## config.mk

```make
export PLATFORM = sky130hd
export DESIGN_NAME = branch_resolve_unit
export DESIGN_NICKNAME = d
export VERILOG_FILES = /design/src/rtl/bru_pkg.sv /design/src/rtl/bru_cmp.sv /design/src/rtl/branch_resolve_unit.sv
export SDC_FILE = /design/constraint.sdc
export NUM_CORES = 1
export LEC_CHECK = 0
export BUFFER_PORTS_ARGS = -buffer_cell sky130_fd_sc_hd__clkbuf_2
export CAP_MARGIN = 5
export CORE_ASPECT_RATIO = 0.75
export CORE_MARGIN = 3
export CORE_UTILIZATION = 37
export DETAILED_ROUTE_END_ITERATION = 8
export PLACE_DENSITY = 0.59
export SYNTH_ARGS = -nofsm -noshare
export SYNTH_HDL_FRONTEND = slang
export SYNTH_SLANG_ARGS = --single-unit
```

## constraint.sdc

```tcl
create_clock -name clk -period 2.9 [get_ports clk]
set_input_delay 0.29 -clock clk [delete_from_list [all_inputs] [get_ports clk]]
set_output_delay 0.29 -clock clk [all_outputs]
set_load 0.03 [all_outputs]
```

## src/rtl/bru_pkg.sv

```systemverilog
// Shared definitions for the branch resolve unit: funct3 codes, stage payload types
// and the condition decode helpers.
package bru_pkg;

    localparam logic [2:0] F3_BEQ  = 3'b000;
    localparam logic [2:0] F3_BNE  = 3'b001;
    localparam logic [2:0] F3_BLT  = 3'b100;
    localparam logic [2:0] F3_BGE  = 3'b101;
    localparam logic [2:0] F3_BLTU = 3'b110;
    localparam logic [2:0] F3_BGEU = 3'b111;

    // Only width-independent fields live here; XLEN/PC_W-wide fields travel beside them.
    typedef struct packed {
        logic       eq;
        logic       lt;
        logic [2:0] funct3;
        logic       pred;
    } bru_s1_t;

    typedef struct packed {
        logic eq;
        logic lt;
        logic taken;
        logic mispredict;
        logic illegal;
    } bru_res_t;

    function automatic logic f3_illegal(input logic [2:0] f3);
        return (f3 == 3'b010) || (f3 == 3'b011);
    endfunction

    // lt is already the signed or unsigned flag selected by funct3[1].
    function automatic logic f3_taken(input logic [2:0] f3, input logic eq, input logic lt);
        logic t;
        t = 1'b0;
        case (f3)
            F3_BEQ:           t = eq;
            F3_BNE:           t = !eq;
            F3_BLT, F3_BLTU:  t = lt;
            F3_BGE, F3_BGEU:  t = !lt;
            default:          t = 1'b0;
        endcase
        return t;
    endfunction

endpackage

```

## src/rtl/bru_cmp.sv

```systemverilog
// Combinational XLEN-wide comparator producing equal, signed-less-than and
// unsigned-less-than flags.
module bru_cmp #(
    parameter int XLEN = 32
) (
    input  logic [XLEN-1:0] a_i,
    input  logic [XLEN-1:0] b_i,
    output logic            eq_o,
    output logic            lt_o,
    output logic            ltu_o
);

    logic signed [XLEN-1:0] a_s;
    logic signed [XLEN-1:0] b_s;

    assign a_s   = a_i;
    assign b_s   = b_i;
    assign eq_o  = (a_i == b_i);
    assign lt_o  = (a_s < b_s);
    assign ltu_o = (a_i < b_i);

endmodule

```

## src/rtl/branch_resolve_unit.sv

```systemverilog
// Pipelined RISC-V conditional branch resolver with valid/ready handshake and flush.
// Optional macro BRU_PERF_CNT_EN adds branch/taken/mispredict performance counters.
module branch_resolve_unit
    import bru_pkg::*;
#(
    parameter int XLEN   = 32,
    parameter int PC_W   = 32,
    parameter int STAGES = 2
) (
    input  logic            clk,
    input  logic            rst,
    input  logic            in_valid,
    output logic            in_ready,
    input  logic [2:0]      funct3,
    input  logic [XLEN-1:0] rs1,
    input  logic [XLEN-1:0] rs2,
    input  logic [PC_W-1:0] pc,
    input  logic [XLEN-1:0] imm,
    input  logic            pred_taken,
    input  logic [PC_W-1:0] pred_target,
    input  logic            flush,
    output logic            out_valid,
    input  logic            out_ready,
    output logic            br_eq,
    output logic            br_lt,
    output logic            taken,
    output logic [PC_W-1:0] target,
    output logic            mispredict,
    output logic            illegal
`ifdef BRU_PERF_CNT_EN
   ,output logic [31:0]     perf_branches,
    output logic [31:0]     perf_taken,
    output logic [31:0]     perf_mispred
`endif
);

    if ((STAGES != 1) && (STAGES != 2)) begin : g_bad_stages
        $error("branch_resolve_unit: STAGES must be 1 or 2");
    end
    if (PC_W > XLEN) begin : g_bad_pcw
        $error("branch_resolve_unit: PC_W must not exceed XLEN");
    end

    logic eq_c, lt_c, ltu_c;

    bru_cmp #(.XLEN(XLEN)) u_cmp (
        .a_i   (rs1),
        .b_i   (rs2),
        .eq_o  (eq_c),
        .lt_o  (lt_c),
        .ltu_o (ltu_c)
    );

    bru_s1_t s1_d;
    assign s1_d = '{eq: eq_c, lt: (funct3[1] ? ltu_c : lt_c), funct3: funct3, pred: pred_taken};

    // Resolve-stage source: the S1 register, or the live request when STAGES == 1.
    logic            rs_vld;
    bru_s1_t         rs_ctl;
    logic [PC_W-1:0] rs_pc;
    logic [PC_W-1:0] rs_imm;
    logic [PC_W-1:0] rs_ptgt;
    logic            out_adv;

    if (STAGES == 2) begin : g_s1
        logic            s1_vld_q;
        bru_s1_t         s1_q;
        logic [PC_W-1:0] s1_pc_q;
        logic [PC_W-1:0] s1_imm_q;
        logic [PC_W-1:0] s1_ptgt_q;
        logic            s1_adv;

        assign s1_adv   = !s1_vld_q || out_adv;
        assign in_ready = !s1_vld_q || s1_adv;

        // ---- S1: compare ----
        always_ff @(posedge clk) begin
            if (rst) begin
                s1_vld_q  <= 1'b0;
                s1_q      <= '0;
                s1_pc_q   <= '0;
                s1_imm_q  <= '0;
                s1_ptgt_q <= '0;
            end else begin
                if (flush) begin
                    s1_vld_q <= 1'b0;
                end else if (s1_adv) begin
                    s1_vld_q <= in_valid;
                end
                if (s1_adv && in_valid && !flush) begin
                    s1_q      <= s1_d;
                    s1_pc_q   <= pc;
                    s1_imm_q  <= imm[PC_W-1:0];
                    s1_ptgt_q <= pred_target;
                end
            end
        end

        assign rs_vld  = s1_vld_q;
        assign rs_ctl  = s1_q;
        assign rs_pc   = s1_pc_q;
        assign rs_imm  = s1_imm_q;
        assign rs_ptgt = s1_ptgt_q;
    end else begin : g_s0
        assign in_ready = out_adv;
        assign rs_vld   = in_valid;
        assign rs_ctl   = s1_d;
        assign rs_pc    = pc;
        assign rs_imm   = imm[PC_W-1:0];
        assign rs_ptgt  = pred_target;
    end

    bru_res_t        res_d;
    logic [PC_W-1:0] tgt_d;

    always_comb begin
        res_d            = '0;
        res_d.eq         = rs_ctl.eq;
        res_d.lt         = rs_ctl.lt;
        res_d.illegal    = f3_illegal(rs_ctl.funct3);
        res_d.taken      = f3_taken(rs_ctl.funct3, rs_ctl.eq, rs_ctl.lt);
        // Both sums wrap modulo 2^PC_W.
        tgt_d            = res_d.taken ? (rs_pc + rs_imm) : (rs_pc + PC_W'(4));
        res_d.mispredict = (res_d.taken != rs_ctl.pred) || (res_d.taken && (rs_ptgt != tgt_d));
    end

    logic            out_vld_q;
    bru_res_t        out_q;
    logic [PC_W-1:0] out_tgt_q;

    assign out_adv = !out_vld_q || out_ready;

    // ---- S2: resolve / output register ----
    always_ff @(posedge clk) begin
        if (rst) begin
            out_vld_q <= 1'b0;
            out_q     <= '0;
            out_tgt_q <= '0;
        end else begin
            if (flush) begin
                out_vld_q <= 1'b0;
            end else if (out_adv) begin
                out_vld_q <= rs_vld;
            end
            if (out_adv && rs_vld && !flush) begin
                out_q     <= res_d;
                out_tgt_q <= tgt_d;
            end
        end
    end

    assign out_valid  = out_vld_q;
    assign br_eq      = out_q.eq;
    assign br_lt      = out_q.lt;
    assign taken      = out_q.taken;
    assign target     = out_tgt_q;
    assign mispredict = out_q.mispredict;
    assign illegal    = out_q.illegal;

`ifdef BRU_PERF_CNT_EN
    logic [31:0] perf_br_q, perf_tk_q, perf_mp_q;
    logic        out_hs;

    assign out_hs = out_vld_q && out_ready;

    always_ff @(posedge clk) begin
        if (rst) begin
            perf_br_q <= '0;
            perf_tk_q <= '0;
            perf_mp_q <= '0;
        end else if (out_hs) begin
            perf_br_q <= perf_br_q + 32'd1;
            if (out_q.taken)      perf_tk_q <= perf_tk_q + 32'd1;
            if (out_q.mispredict) perf_mp_q <= perf_mp_q + 32'd1;
        end
    end

    assign perf_branches = perf_br_q;
    assign perf_taken    = perf_tk_q;
    assign perf_mispred  = perf_mp_q;
`endif

endmodule

```

== Yosys cells after proc, flatten, opt, wreduce, memory -nomap -nowiden ==
Index checks and enable logic that the tools add are counted.
Storage, ports and cells
  register bits: 141
  input port bits: 169
Operators by class
  $add $sub $neg: 2
  $lt $le $gt $ge: 2
  eq/ne operators: 10
  muxes and demuxes: 3
  reductions and logical operators: 19
Operator list (count)
  $lt A32 B32 Y1: 2
  $add A32 B3 Y32 const B: 1
  $add A32 B32 Y32: 1
  $eq A32 B32 Y1: 1
  $mux W32: 1
  $ne A32 B32 Y1: 1
  $eq A3 B3 Y1 const B: 4
  $eq A3 B2 Y1 const B: 2
  $reduce_or A2 Y1: 3
  $logic_and A1 B1 Y1: 5
  $logic_not A1 Y1: 5
  $logic_or A1 B1 Y1: 5
  $pmux W1 S4: 1
  $eq A3 B1 Y1 const B: 1
  $logic_not A3 Y1: 1
  $mux W1: 1
  $ne A1 B1 Y1: 1

== Depth between registers and ports, before layout ==
Gate-level depths: netlist of the first run.
  word-level depth: 7
  mapped depth: 14

== By module ==
A second synthesis of the first run with hierarchy kept.
Second synthesis, totals
  cell total of the unflattened synthesis: 1189
  area total of the unflattened synthesis: 8814.7 µm²
Modules (own cells, without submodules)
  branch_resolve_unit: instances 1, cells each 1074, area an instance 7992.7 µm², sequential area each 2822.7 µm²
  bru_cmp: instances 1, cells each 115, area an instance 822.0 µm², sequential area each 0.0 µm²

== Worst setup path after synthesis of the first run ==
No wires, ideal clock.
  path type: flip-flop to flip-flop
  from: register g_s1.s1_pc_q[0]
  to: register out_q (netlist bit mispredict)
  library setup time: 0.115 ns
  arrival time: 2.961 ns
  data required time: 2.785 ns
  path slack: -0.175 ns
  stages on the path, launching flop included: 14
  clock period less this slack: 3.075 ns
  cells stage by stage: dfxtp_1 -> ha_1 -> fa_1 -> a211oi_1 -> o21a_2 -> nor3_2 -> o31ai_1 -> or3b_4 -> and3_4 -> a2111oi_2 -> nand4_1 -> nor4_1 -> nand4_1 -> o21a_1
Between the ends
  cells in the longest elaborated chain, start to end: 5
Ends and longest elaborated chain
  from (decl): line branch_resolve_unit.sv:68  | logic [PC_W-1:0] s1_pc_q;
  from (signal assigned): line branch_resolve_unit.sv:92  | s1_pc_q <= pc;
  $add A32 B3 Y32 / $add A32 B32 Y32 (equally long branches): line branch_resolve_unit.sv:123  | tgt_d = res_d.taken ? (rs_pc + rs_imm) : (rs_pc + PC_W'(4));
  $mux W32 *: line branch_resolve_unit.sv:123
  $ne A32 B32 Y1 *: line branch_resolve_unit.sv:124  | res_d.mispredict = (res_d.taken != rs_ctl.pred) || (res_d.taken && (rs_ptgt != tgt_d));
  $logic_and A1 B1 Y1 *: line branch_resolve_unit.sv:124
  $logic_or A1 B1 Y1 *: line branch_resolve_unit.sv:124
  to (signal assigned): line branch_resolve_unit.sv:146  | out_q <= res_d;
  to (decl): line branch_resolve_unit.sv:128  | bru_res_t out_q;
Mark *: on every way between the ends. The rest lies on a longest branch, timed or not.
A chain may end at the register's enable or synchronous reset.

== Worst setup path in the final report of the first run ==
  from: register g_s1.s1_imm_q[15]
  to: register out_q (netlist bit mispredict)
Between the ends
  cells in the longest elaborated chain, start to end: 5
Ends and longest elaborated chain
  from (decl): line branch_resolve_unit.sv:69  | logic [PC_W-1:0] s1_imm_q;
  from (signal assigned): line branch_resolve_unit.sv:93  | s1_imm_q <= imm[PC_W-1:0];
  $add A32 B32 Y32: line branch_resolve_unit.sv:123
  $mux W32: line branch_resolve_unit.sv:123
  $ne A32 B32 Y1: line branch_resolve_unit.sv:124
  $logic_and A1 B1 Y1: line branch_resolve_unit.sv:124
  $logic_or A1 B1 Y1: line branch_resolve_unit.sv:124
Every way passes these cells.

==> results of run 1 <==
## routing by layer
metal | vias up | part of all wire [%] | global-route usage [%]
met5 | - | 0 | 0
met4 | 0 | 1.2 | 5.29
met3 | 32 | 9.0 | 7.11
met2 | 368 | 41 | 35.1
met1 | 4579 | 49 | 34.8
li1 | 5020 | - | -
## cell usage in the layout (no fill, tap or decap), types with 11 or more instances in the layout
cell type,n
a21oi_2,15
clkbuf_16,17
nand3_1,22
inv_1,42
xor2_1,33
nor3_1,18
nand2_1,282
nor2_1,74
buf_4,189
or3_1,12
o21ai_0,36
a21o_1,17
ha_1,57
nand4_1,23
o21a_1,11
a211oi_1,17
dfxtp_1,137
a21oi_1,150
clkbuf_2,206
xnor2_1,34
## synthesized netlist by cell type, drive strengths merged (2+ instances only)
| library cell | number |
|---|---|
| nand2 | 283 |
| a21oi | 167 |
| dfxtp | 141 |
| nor2 | 77 |
| ha | 64 |
| clkbuf | 48 |
| o21ai | 45 |
| inv | 42 |
| xnor2 | 34 |
| xor2 | 34 |
| nand3 | 24 |
| nand4 | 24 |
| a211oi | 23 |
| nor3 | 20 |
| a21o | 18 |
| buf | 17 |
| o21a | 13 |
| a31oi | 12 |
| o211ai | 12 |
| or3 | 12 |
| and4 | 10 |
| nor2b | 10 |
| and3 | 7 |
| nand2b | 7 |
| nor4 | 7 |
| a311oi | 6 |
| o31ai | 6 |
| a2111oi | 5 |
| mux2i | 4 |
| nand3b | 4 |
| o211a | 4 |
| o21bai | 4 |
| o221ai | 4 |
| or2 | 4 |
| a221oi | 3 |
| nor3b | 3 |
| o22ai | 3 |
| or3b | 3 |
| and2 | 2 |
| o32ai | 2 |
## power groups by stage
stage / Sequential, W / Clock (W) / Combinational [W]
floorplan: 0.00214 / 0 / 0.000528
global placement: 0.00212 / 0 / 0.00101
detailed placement: 0.00212 / 0 / 0.00102
CTS: 0.00208 / 0.00235 / 0.00103
global route: 0.00209 / 0.00243 / 0.00116
finish: 0.00209 / 0.00231 / 0.00106
## worst max-delay path: stages, from the launching register on
cell and delay, ps:
dfxtp_1 330, ha_1 420, nand2_1 130, o211ai_1 230, a21oi_2 120, buf_4 150
a31oi_4 200, mux2_4 200, o22ai_1 120, a2111oi_2 440, nand4_1 150, nor4_2 310
nand4_1 120, o21a_1 170
## layout make-up
class | instances | area, µm² | share of cell area, %
clock inverter | 13 | 161 | 1.27
timing repair buffer | 400 | 2530 | 19.9
sequential | 141 | 2830 | 22.2
inverter | 42 | 158 | 1.24
multi-input combinational | 977 | 6180 | 48.6
clock buffer | 19 | 453 | 3.56
tap | 331 | 414 | 3.25
## flip-flops by register name, indices dropped and copies added (netlist names), 6 cells and up
name	count
g_s1.s1_imm_q	32
g_s1.s1_q	6
g_s1.s1_ptgt_q	32
target	32
g_s1.s1_pc_q	32
## what timing repair did
| action | 4_1_cts | 5_1_grt |
|---|---|---|
| pin swaps | 3 | 13 |
| cloned | 0 | 0 |
| hold buffers | 0 | 0 |
| resized for setup | 21 | 44 |
| setup endpoints to repair | 3 | 7 |
| setup buffers | 2 | 1 |
## stage by stage
stage | hold slack [ps] | setup WS [ps]
3_3_place_gp | 441 | -437
4_1_cts | 57.5 | -275
3_5_place_dp | 447 | -408
6_report | 65.2 | -293
5_1_grt | 62.6 | -476
2_1_floorplan | 369 | -69.0
## worst min-delay path by stage
stage | start | slack (ps) | end | cells after the start
after floorplan | flush | 370 | g_s1.s1_vld_q$_SDFFE_PP0N_ | 1
after global routing | imm[6] | 60 | g_s1.s1_imm_q[6]$_SDFFE_PP0P_ | 3
final | pc[31] | 70 | g_s1.s1_pc_q[31]$_SDFFE_PP0P_ | 3
after global placement | illegal$_SDFFE_PP0P_ | 440 | illegal$_SDFFE_PP0P_ | 2
after detailed placement | target[30]$_SDFFE_PP0P_ | 450 | target[30]$_SDFFE_PP0P_ | 2
after CTS | pred_target[11] | 60 | g_s1.s1_ptgt_q[11]$_SDFFE_PP0P_ | 3
## kinds of logic (layout without fill, tap and decap cells)
| logic type | count (synthesis) | count (layout) |
|---|---|---|
| AND/OR/NAND/NOR | 499 | 499 |
| AO/OA/AOI/OAI | 339 | 339 |
| flip-flops | 141 | 141 |
| buffers and inverters | 107 | 474 |
| XOR/XNOR | 69 | 69 |
| adder cells (fa/ha/maj) | 65 | 65 |
| multiplexers | 5 | 5 |
==> results.cfg, run 1 <==
[timing]
timing_hold_violations_final = 0
relSlewSlack_pct = 43.6
rsz0062_at_grt = yes
slew_violations = 0
clock-skew-final_ps = 12.2
setup_viol = 2
fin_crit_sh_pct = 110
finalSetupTns_ps = -423
period_needed_ps = 3190
setup_ws_ps = -293
tightest_slew_ps = 847
max_freq_mhz = 313

[clock_network]
cts_root_buffer = clkbuf_16
cts_buffers = 17
clkSinkCount = 141
cts-htree-levels = 4
clockBufferDepth = 2
clk_latency_ps = 440
cts_tree = built
cts.reportedPaths.clkPinSlew_ps = 60

[die]
die_h_um = 142
ios = 208
rows = 49
die_area_um2 = 26700
initial_core_util_pct = 37.9
core_area_um2 = 24200
die_w_um = 188

[drt]
drt-initial-drc-count = 783
via_per_inst = 5.20
wl_um = 32400
route.detailed.drc = 0
dr_total_vias = 9999
wl_per_cell_um = 16.9
first_pass_iters = 5
antenna_left = 0

[critical_path]
worstPathRequired_ps = 3240
worstSetupPathType = register to register
reg2reg_depth = 13
critPathArrivalTime_ps = 3530
critPathLaunch = g_s1.s1_imm_q[15]$_SDFFE_PP0P_
cp-end-kind = register
r2r_end = mispredict$_SDFFE_PP0P_
reg2reg_slack_ps = -290
path_max_fanout = 6
r2r_start = g_s1.s1_imm_q[15]$_SDFFE_PP0P_
cp-endpoint = mispredict$_SDFFE_PP0P_
crit_path_start_kind = register

[grt]
grt_usage_pct = 24.0
antenna_found_initial = 0
grt_pass1_vias = 9493
grt_max_degree = 76
gr-total-overflow = 0
grt_pass1_wl_um = 50700

[cells_and_area]
final_cell_area_um2 = 12700
final_nets = 1813
instances_no_fill = 1923
final.fill_count = 2411
diodes = 0
syn_to_final_growth_pct = 39.1
post_route_cells_drive_above_1_share_pct = 32.2
utilization_pct = 52.7

[synthesis]
synth_flop_cell = dfxtp_1
syn_inst = 1225
synth_area_leaders = dfxtp_1 (31%), nand2_1 (12%), a21oi_1 (8.9%)
synth_fp_nets = 1459
netlist.area_leader.share_pct = 30.8
synthAdderAreaFrac_pct = 8.97
synth_top_family_by_area = simple AND/OR/NAND/NOR gates
synth-seq-area-share_pct = 30.8
synth-edff-count = 0
synth.ff_latch_count = 141
yosysWarnings = 0
syn_avg_cell_area_um2 = 7.47
synth_xor_area_share_pct = 6.75
synth_compound_area_share_pct = 23.4
synth_area_um2 = 9150
synthSimpleGateAreaFrac_pct = 24.8
synth_mux_area_share_pct = 0.601
ys_types = 81
async_flop_share_pct = 0
synth.largest_area_cell = dfxtp_1

[placed_design]
placedCellCount = 1890
placed_area_um2 = 11800
dp_hpwl_um = 26000
port_buffers = 207
gp_congestion = 0.951

[power_and_ir_drop]
finalPower_w = 0.00546
powerDensity_nw_per_um2 = 429
p_int_w = 0.00390
net-switching-power_w = 0.00155
ir_worst_vdd_mv = 0.421
leakage_nw = 5.76
power_frac_comb_pct = 19.4
switching_share_pct = 28.5
pwr-share-seq_pct = 38.2
pwr-share-clk_pct = 42.4

[min_path]
hp-class = primary input to register

[run_status]
violations = negative setup slack
outcome = finished with violations

[flow_run]
drv_cap = 0
Power figures use the tool's default switching activity.
==> run 2: changes to the inputs <==
- CTS_BUF_LIST: default -> sky130_fd_sc_hd__clkbuf_4
==> run 2 against run 1 <==
Net effect:
- the flow still finishes with violations (negative setup slack)
- highest routed layer unchanged
- die area unchanged
- critical path depth unchanged
- global-route usage increased by 0.57 points
==> results.cfg, run 2 (synthesis results as in run 1) <==
[clock_network]
cts.reportedPaths.clkPinSlew_ps = 150
cts-htree-levels = 4
clk_latency_ps = 590
clkSinkCount = 141
cts_root_buffer = clkbuf_4
clockBufferDepth = 2
cts_tree = built
cts_buffers = 17

[critical_path]
crit_path_start_kind = register
cp_slowest_stage_delay_ps = 430
critPathLaunch = g_s1.s1_imm_q[15]$_SDFFE_PP0P_
critPathArrivalTime_ps = 3710
crit_buf_inv = 1
cpMostUsedCell = nand4_1
path_cells = ha_1, nand2_1, o211ai_1, a21oi_2, buf_4, a31oi_4, mux2_4, o22ai_1, a2111oi_2, nand4_1, nor4_2, nand4_1, o21a_1
r2r_start = g_s1.s1_imm_q[15]$_SDFFE_PP0P_
cp-end-kind = register
worstSetupPathType = register to register
crit_slowest_cell = a2111oi_2
path_max_fanout = 6
worstPathRequired_ps = 3400
cpLargestDelayFamily = compound AO/OA/AOI/OAI gates

[placed_design]
gp_congestion = 0.951
port_buffers = 207
placed_area_um2 = 11800
dp_hpwl_um = 26000

[power_and_ir_drop]
finalPower_w = 0.00464
leakage_nw = 6.04
powerDensity_nw_per_um2 = 346
ir_worst_vdd_mv = 0.373

[min_path]
hp-class = primary input to register
min_from = pc[0]

[drt]
drt-initial-drc-count = 745
route.detailed.drc = 0
dr_total_vias = 10400
first_pass_iters = 5
antenna_left = 0
via_per_inst = 5.15
wl_um = 33300
wl_per_cell_um = 16.4

[run_status]
outcome = finished with violations
violations = negative setup slack

[grt]
gr-total-overflow = 0
grt_max_degree = 76
grt_usage_pct = 24.5
grt_pass1_vias = 9881
antenna_found_initial = 0
grt_pass1_wl_um = 52200

[die]
die_h_um = 142
die_area_um2 = 26700
core_area_um2 = 24200
initial_core_util_pct = 37.9
die_w_um = 188
ios = 208
rows = 49

[timing]
max_freq_mhz = 311
slew_violations = 0
timing_hold_violations_final = 0
setup_viol = 2
fin_crit_sh_pct = 111
tightest_slew_ps = 861
rsz0062_at_grt = yes
clock-skew-final_ps = 26.8
relSlewSlack_pct = 42.6
period_needed_ps = 3220
setup_ws_ps = -318

[cells_and_area]
syn_to_final_growth_pct = 46.6
layout_common_cells = nand2_1 (281), clkbuf_2 (206), buf_4 (189)
final_common_cell = nand2_1
final_cell_area_um2 = 13400
post_route_cells_drive_above_1_share_pct = 30.2
final_nets = 1913
diodes = 0

[flow_run]
drv_cap = 0
==> run 2: changes by cell type in the layout (fill, tap and decap cells not counted), moves of 2 or more <==
| cell | change |
|---|---|
| clkbuf_16 | -17 |
| clkbuf_4 | +17 |
| clkbuf_8 | -2 |
| clkinv_1 | +2 |
| dlygate4sd3_1 | +100 |
| o21ai_1 | -2 |
==> run 2: path summary, 6_finish.rpt <==
path | slack [ps] | depth (start not counted) | endpoint
setup / recovery | -320 | 13 | mispredict$_SDFFE_PP0P_
hold / removal | 90 | 3 | g_s1.s1_pc_q[0]$_SDFFE_PP0P_
hold reg to reg | 460 | 2 | target[30]$_SDFFE_PP0P_
setup reg to reg | -320 | 13 | mispredict$_SDFFE_PP0P_
==> run 2: area by class of cell <==
cell class / count / area, µm²
multi-input cells: 977 / 6190
well taps: 331 / 414
repair buffers: 500 / 3530
inverters: 42 / 158
fillers: 2348 / 10700
clock buffers: 17 / 128
clock inverters: 15 / 169
flip-flops and latches: 141 / 2830
==> run 2: worst min-delay path: cells and delay by family <==
kind | cells | cell delay (ps)
AND/OR/NAND/NOR | 1 | 180
AO/OA/AOI/OAI | 1 | 100
buffers and inverters | 1 | 90
==> run 2: report_power, final <==
part / total, W / leakage [nW] / internal [W] / switching (W)
Combinational: 0.00117 / 4.73 / 0.000569 / 0.000600
Clock: 0.00139 / 0.161 / 0.000595 / 0.000796
Sequential: 0.00208 / 1.15 / 0.00202 / 0.0000668
==> run 2: metrics by stage <==
stage          TNS (ps)  utilization [%]  setup WS [ps]  cells  hold WS [ps]
3_5_place_dp       -624             49.1           -408   1890           447
6_report           -384             55.6           -318   2023          93.9
5_1_grt            -706             55.6           -475   2023          49.4
4_1_cts            -296             54.8           -277   2023          35.0
3_3_place_gp       -560             49.1           -437   1890           441
2_1_floorplan     -69.0                -          -69.0   1225           369
==> run 2: what timing repair did <==
item,4_1_cts,5_1_grt
gates resized for setup,22,44
hold buffers,100,0
setup buffers,2,0
endpoints found under the setup margin,3,7
pin swaps,4,5
endpoints found under the hold margin,99,0
==> run 2: per-layer routing <==
metal	wire length, µm	global-route usage [%]	part of all wire, %
met1	16300	35.6	49
met3	2510	6.43	7.5
met2	14000	36.5	42
met5	0	0	0
met4	431	5.52	1.3
